**src/rtl/makekey_scheduler.sv**
```systemverilog
// Sequencer for one Rijndael round-key store load: requests 4-word groups from
// the key-expansion datapath and hands each to the RAM writer at offset t.
module makekey_scheduler #(
    parameter int BC = 4
) (
    input  logic        iClk,
    input  logic        iRst,
    input  logic        iStart,
    input  logic [3:0]  iKC,
    output logic        oBusy,
    output logic        oDone,
    output logic        oErr,
    output logic [3:0]  oRound,
    output logic        oGen_req,
    input  logic        iGen_valid,
    input  logic [31:0] iGen_key_1,
    input  logic [31:0] iGen_key_2,
    input  logic [31:0] iGen_key_3,
    input  logic [31:0] iGen_key_4,
    output logic        oWr_start,
    output logic [6:0]  oWr_count,
    output logic [31:0] oKEY_1,
    output logic [31:0] oKEY_2,
    output logic [31:0] oKEY_3,
    output logic [31:0] oKEY_4,
    input  logic        iWr_done
);

    typedef enum logic [2:0] {
        IDLE     = 3'd0,
        GEN_REQ  = 3'd1,
        WR_START = 3'd2,
        WR_WAIT  = 3'd3,
        DONE     = 3'd4
    } stateT;

    localparam logic [3:0] BC_W = 4'(BC);

    stateT       stateReg, stateNext;
    logic [3:0]  roundReg, roundNext;
    logic [6:0]  totalReg, totalNext;
    logic [6:0]  tReg, tNext;
    logic [6:0]  wrCountReg, wrCountNext;
    logic        genReqReg, genReqNext;
    logic        wrStartReg, wrStartNext;
    logic        doneReg, doneNext;
    logic        errReg, errNext;
    logic        keyLoad;
    logic        kcLegal;
    logic        lastGroup;
    logic [3:0]  roundCalc;
    logic [31:0] genKey [4];
    logic [31:0] keyReg [4];

    assign kcLegal   = (iKC == 4'd4) || (iKC == 4'd6) || (iKC == 4'd8);
    assign roundCalc = ((iKC > BC_W) ? iKC : BC_W) + 4'd6;
    assign lastGroup = ((tReg + 7'd4) == totalReg);

    assign genKey[0] = iGen_key_1;
    assign genKey[1] = iGen_key_2;
    assign genKey[2] = iGen_key_3;
    assign genKey[3] = iGen_key_4;

    always_comb begin
        stateNext = stateReg;
        case (stateReg)
            IDLE:     if (iStart && kcLegal) stateNext = GEN_REQ;
            GEN_REQ:  if (iGen_valid) stateNext = WR_START;
            WR_START: stateNext = WR_WAIT;
            WR_WAIT:  if (iWr_done) stateNext = lastGroup ? DONE : GEN_REQ;
            DONE:     stateNext = IDLE;
            default:  stateNext = IDLE;
        endcase
    end

    // Strobes are computed from the next state so they appear registered
    // in the same cycle the FSM enters the corresponding state.
    always_comb begin
        genReqNext  = (stateNext == GEN_REQ);
        wrStartNext = (stateNext == WR_START);
        doneNext    = (stateNext == DONE);
        errNext     = (stateReg == IDLE) && iStart && !kcLegal;
        roundNext   = roundReg;
        totalNext   = totalReg;
        tNext       = tReg;
        wrCountNext = wrCountReg;
        keyLoad     = (stateReg == GEN_REQ) && iGen_valid;
        if (stateReg == IDLE && iStart && kcLegal) begin
            roundNext = roundCalc;
            totalNext = {1'b0, roundCalc, 2'b00} + 7'd4;
            tNext     = 7'd0;
        end
        if (stateReg == WR_WAIT && iWr_done && !lastGroup) begin
            tNext = tReg + 7'd4;
        end
        if (stateNext == WR_START) begin
            wrCountNext = tReg;
        end
    end

    always_ff @(posedge iClk) begin
        if (iRst) begin
            stateReg   <= IDLE;
            roundReg   <= '0;
            totalReg   <= '0;
            tReg       <= '0;
            wrCountReg <= '0;
            genReqReg  <= 1'b0;
            wrStartReg <= 1'b0;
            doneReg    <= 1'b0;
            errReg     <= 1'b0;
        end else begin
            stateReg   <= stateNext;
            roundReg   <= roundNext;
            totalReg   <= totalNext;
            tReg       <= tNext;
            wrCountReg <= wrCountNext;
            genReqReg  <= genReqNext;
            wrStartReg <= wrStartNext;
            doneReg    <= doneNext;
            errReg     <= errNext;
        end
    end

    genvar gi;
    generate
        for (gi = 0; gi < 4; gi++) begin : gKey
            always_ff @(posedge iClk) begin
                if (iRst) begin
                    keyReg[gi] <= '0;
                end else if (keyLoad) begin
                    keyReg[gi] <= genKey[gi];
                end
            end
        end
    endgenerate

    assign oBusy     = (stateReg != IDLE);
    assign oDone     = doneReg;
    assign oErr      = errReg;
    assign oRound    = roundReg;
    assign oGen_req  = genReqReg;
    assign oWr_start = wrStartReg;
    assign oWr_count = wrCountReg;
    assign oKEY_1    = keyReg[0];
    assign oKEY_2    = keyReg[1];
    assign oKEY_3    = keyReg[2];
    assign oKEY_4    = keyReg[3];

endmodule

```
**config.mk**
```make
export PLATFORM = sky130hd
export DESIGN_NAME = makekey_scheduler
export DESIGN_NICKNAME = d
export VERILOG_FILES = /design/src/rtl/makekey_scheduler.sv
export SDC_FILE = /design/constraint.sdc
export NUM_CORES = 1
export LEC_CHECK = 0
export CORE_AREA = 10 10 136 138
export CTS_BUF_LIST = sky130_fd_sc_hd__clkbuf_4 sky130_fd_sc_hd__clkbuf_8
export CTS_CLUSTER_SIZE = 30
export DETAILED_ROUTE_END_ITERATION = 16
export DIE_AREA = 0 0 146 148
export PLACE_DENSITY_LB_ADDON = 0.1
export SLEW_MARGIN = 5
export SYNTH_ARGS = -nofsm -noshare
export SYNTH_HDL_FRONTEND = slang
export SYNTH_SLANG_ARGS = --single-unit
export TNS_END_PERCENT = 1
```
**constraint.sdc**
```tcl
create_clock -name iClk -period 8.8 [get_ports iClk]
set_clock_uncertainty 0.1 [all_clocks]
set_input_delay 1.32 -clock iClk [delete_from_list [all_inputs] [get_ports iClk]]
set_output_delay 1.32 -clock iClk [all_outputs]
set_load 0.005 [all_outputs]
```
==> reports/qor.yml <==
status:
  status: "finished, final reports clean"
global_routing:
  grt_pass1_wl_um: 26500
  grt_max_degree: 79
  overflow: 0
  antenna_found_initial: 1
  grt_use_total: 0.160
  grt_pass1_vias: 4378
yosys:
  async_flop_share: 0
  syn_inst: 412
  synthTopCellsByArea: "edfxtp_1 (64%), and2_1 (13%), dfxtp_1 (8.7%)"
  synth_commonest_cells: "and2_1 (128), edfxtp_1 (128), dfxtp_1 (26)"
  synth_top_area_share: 0.639
  ys_seq_area_frac: 0.725
  yosys_warnings: 0
  ys_dominant_reg_cell: "edfxtp_1"
  synth_edf_count: 128
  ys_types: 54
  synth-seq-cells: 154
  syn_avg_cell_area_um2: 14.6
  yosys.area.top_type: "edfxtp_1"
  synthesis.area_um2: 6020
clocking:
  tritoncts: "built"
  clock_path_buffers: 2
  cts_resized: 0
  ctsHoldBuffers: 0
  clk_latency_ns: 0.43
  root_buffer: "clkbuf_8"
  cts_buffers: 17
  clock_sinks: 154
  h-tree-depth: 4
  cts_setup_buffers: 0
  path_clk_slew_ns: 0.07
worst_setup_path:
  worstPathCellList: "clkdlybuf4s50_1 -> nand2_1 -> nor3_2 -> or2_4 -> buf_4"
  cp_max_fo: 78
  endpoint_kind: "flop"
  critPathKind: "in -> reg"
  path_buf_inv: 2
  crit_arrival_ns: 4.04
  cp_data_required_time_ns: 8.76
  worst_path_largest_cell_delay_ns: 0.88
  critPathTopFamily: "buffers and inverters"
  start_kind: "input port"
  crit_slowest_cell: "buf_4"
route:
  wl_um: 17800
  drc: 0
  ant_nets: 0
  viasPerCell: 4.60
  vias: 4217
  wire_per_inst_um: 19.4
  first_iter_violations: 194
  dr.pass1.iters: 4
pwr:
  p_total_uw: 1500
  cellLeakagePower_uw: 0.00345
  pwr_density_cell_nw_per_um2: 160
  peakVddDrop_mv: 0.0890
floorplan:
  core-area_um2: 15700
  die_w_um: 146
  dieArea_um2: 21600
  die_h_um: 148
  pin_count: 281
  core.rowCount: 46
  start_util: 0.383
place:
  dp_hpwl_um: 13400
  gp_congestion: 0.812
  port_buffers: 278
layout:
  drive_above_1_share: 0.0586
  final_nets: 829
  area_growth_pct: 55.2
  fin_util: 0.594
timing:
  final_max_slew_viol_count: 0
  max_freq_mhz: 245
  relSlewSlack: 0.330
  tightestPinTransition_ns: 1.01
  fin_setup_tns_ns: 0
  fin_crit_sh: 0.464
  hold_viol_final: 0
  min_period_ns: 4.08
  rsz0062_at_grt: "no"
  finalSetupViolCount: 0
hold_path:
  holdCritPathClass: "reg -> reg"
flow_run:
  maxCapViolCount: 0
==> worst register-to-register path, delay by kind of cell (launching register included) <==
family / cells / cell delay (ns)
buffers and inverters: 1 / 0.92
flip-flops: 1 / 0.45
AND/OR/NAND/NOR: 3 / 1.30
==> state kept, by name (all words and copies together), names as in the netlist <==
signal,flops
oWr_start,1
oGen_req,1
keyReg,128
oWr_count,5
oDone,1
stateReg,3
totalReg,5
oRound,4
tReg,5
oErr,1
==> kinds of logic after synthesis <==
| kind of cell | after synthesis | synth area share |
|---|---|---|
| other | 1 | 0.000623 |
| and+or+nand+nor | 182 | 0.186 |
| DFF | 154 | 0.725 |
| buffers and inverters | 27 | 0.0223 |
| adders and majority gates | 3 | 0.00624 |
| muxes | 5 | 0.00832 |
| xor gates and xnor gates | 9 | 0.0131 |
| AOI/OAI and AO/OA | 31 | 0.0385 |
==> cell type report <==
type	count	area, um2
antenna	1	2.50
clock buffer	19	249
clock inverter	11	106
fill	1272	6370
inverter	3	11.3
multi-input combinational	232	1530
sequential	154	4360
tap	216	270
timing repair buffer	281	2810
==> path summary, 6_finish.rpt <==
kind	from	end	slack (ns)	cells past startpoint
hold / removal	oRound[3]	oRound[3]	0.36	2
setup / recovery	iGen_valid	keyReg[0][1]	4.72	5
setup reg to reg	stateReg[0]	keyReg[0][1]	5.62	4
hold reg to reg	oRound[3]	oRound[3]	0.36	2
==> cell usage in the layout, fill, tap and decap left out, types with 2 or more instances in the layout <==
| master | count |
|---|---|
| mux2i_1 | 5 |
| bufinv_16 | 2 |
| o211ai_1 | 2 |
| and2_1 | 128 |
| a21oi_1 | 8 |
| edfxtp_1 | 128 |
| and3_1 | 2 |
| o21ai_0 | 2 |
| clkbuf_4 | 2 |
| ha_1 | 3 |
| nand4_1 | 2 |
| clkbuf_8 | 17 |
| buf_4 | 3 |
| nor3_1 | 3 |
| clkinv_1 | 3 |
| nor2_1 | 13 |
| nand2_1 | 12 |
| xnor2_1 | 5 |
| conb_1 | 2 |
| and4b_1 | 2 |
| clkdlybuf4s50_1 | 278 |
| nand4b_1 | 3 |
| a31oi_1 | 2 |
| dfxtp_1 | 26 |
| xor2_1 | 4 |
| clkinvlp_4 | 2 |
| a211oi_1 | 2 |
| nand2b_1 | 2 |
| a211o_1 | 2 |
| inv_1 | 3 |
| clkinv_2 | 4 |
| nand3_1 | 2 |
==> layer usage <==
| metal | up-vias | track usage | part of all wire |
|---|---|---|---|
| li1 | 2004 | - | - |
| met1 | 2024 | 0.185 | 0.42 |
| met2 | 173 | 0.271 | 0.50 |
| met3 | 16 | 0.0546 | 0.064 |
| met4 | 0 | 0.0561 | 0.015 |
| met5 | - | 0 | 0 |
==> report_power, final <==
part           internal [uW]  switching (uW)
combinational            112            58.1
clock                    250             246
sequential               822            10.6
total                   1180             314
==> per-stage QoR <==
stage / hold slack (ns) / cells / area, um2 / setup WS, ns
after floorplan: 0.345 / 413 / 6020 / 4.84
after detailed placement: 0.356 / 886 / 8980 / 4.22
after CTS: 0.366 / 916 / 9340 / 4.71
final: 0.363 / 917 / 9340 / 4.72
after global placement: 0.354 / 886 / 8980 / 4.29
after global routing: 0.388 / 917 / 9340 / 4.53
No activity file was read; power rests on OpenSTA's default activity.
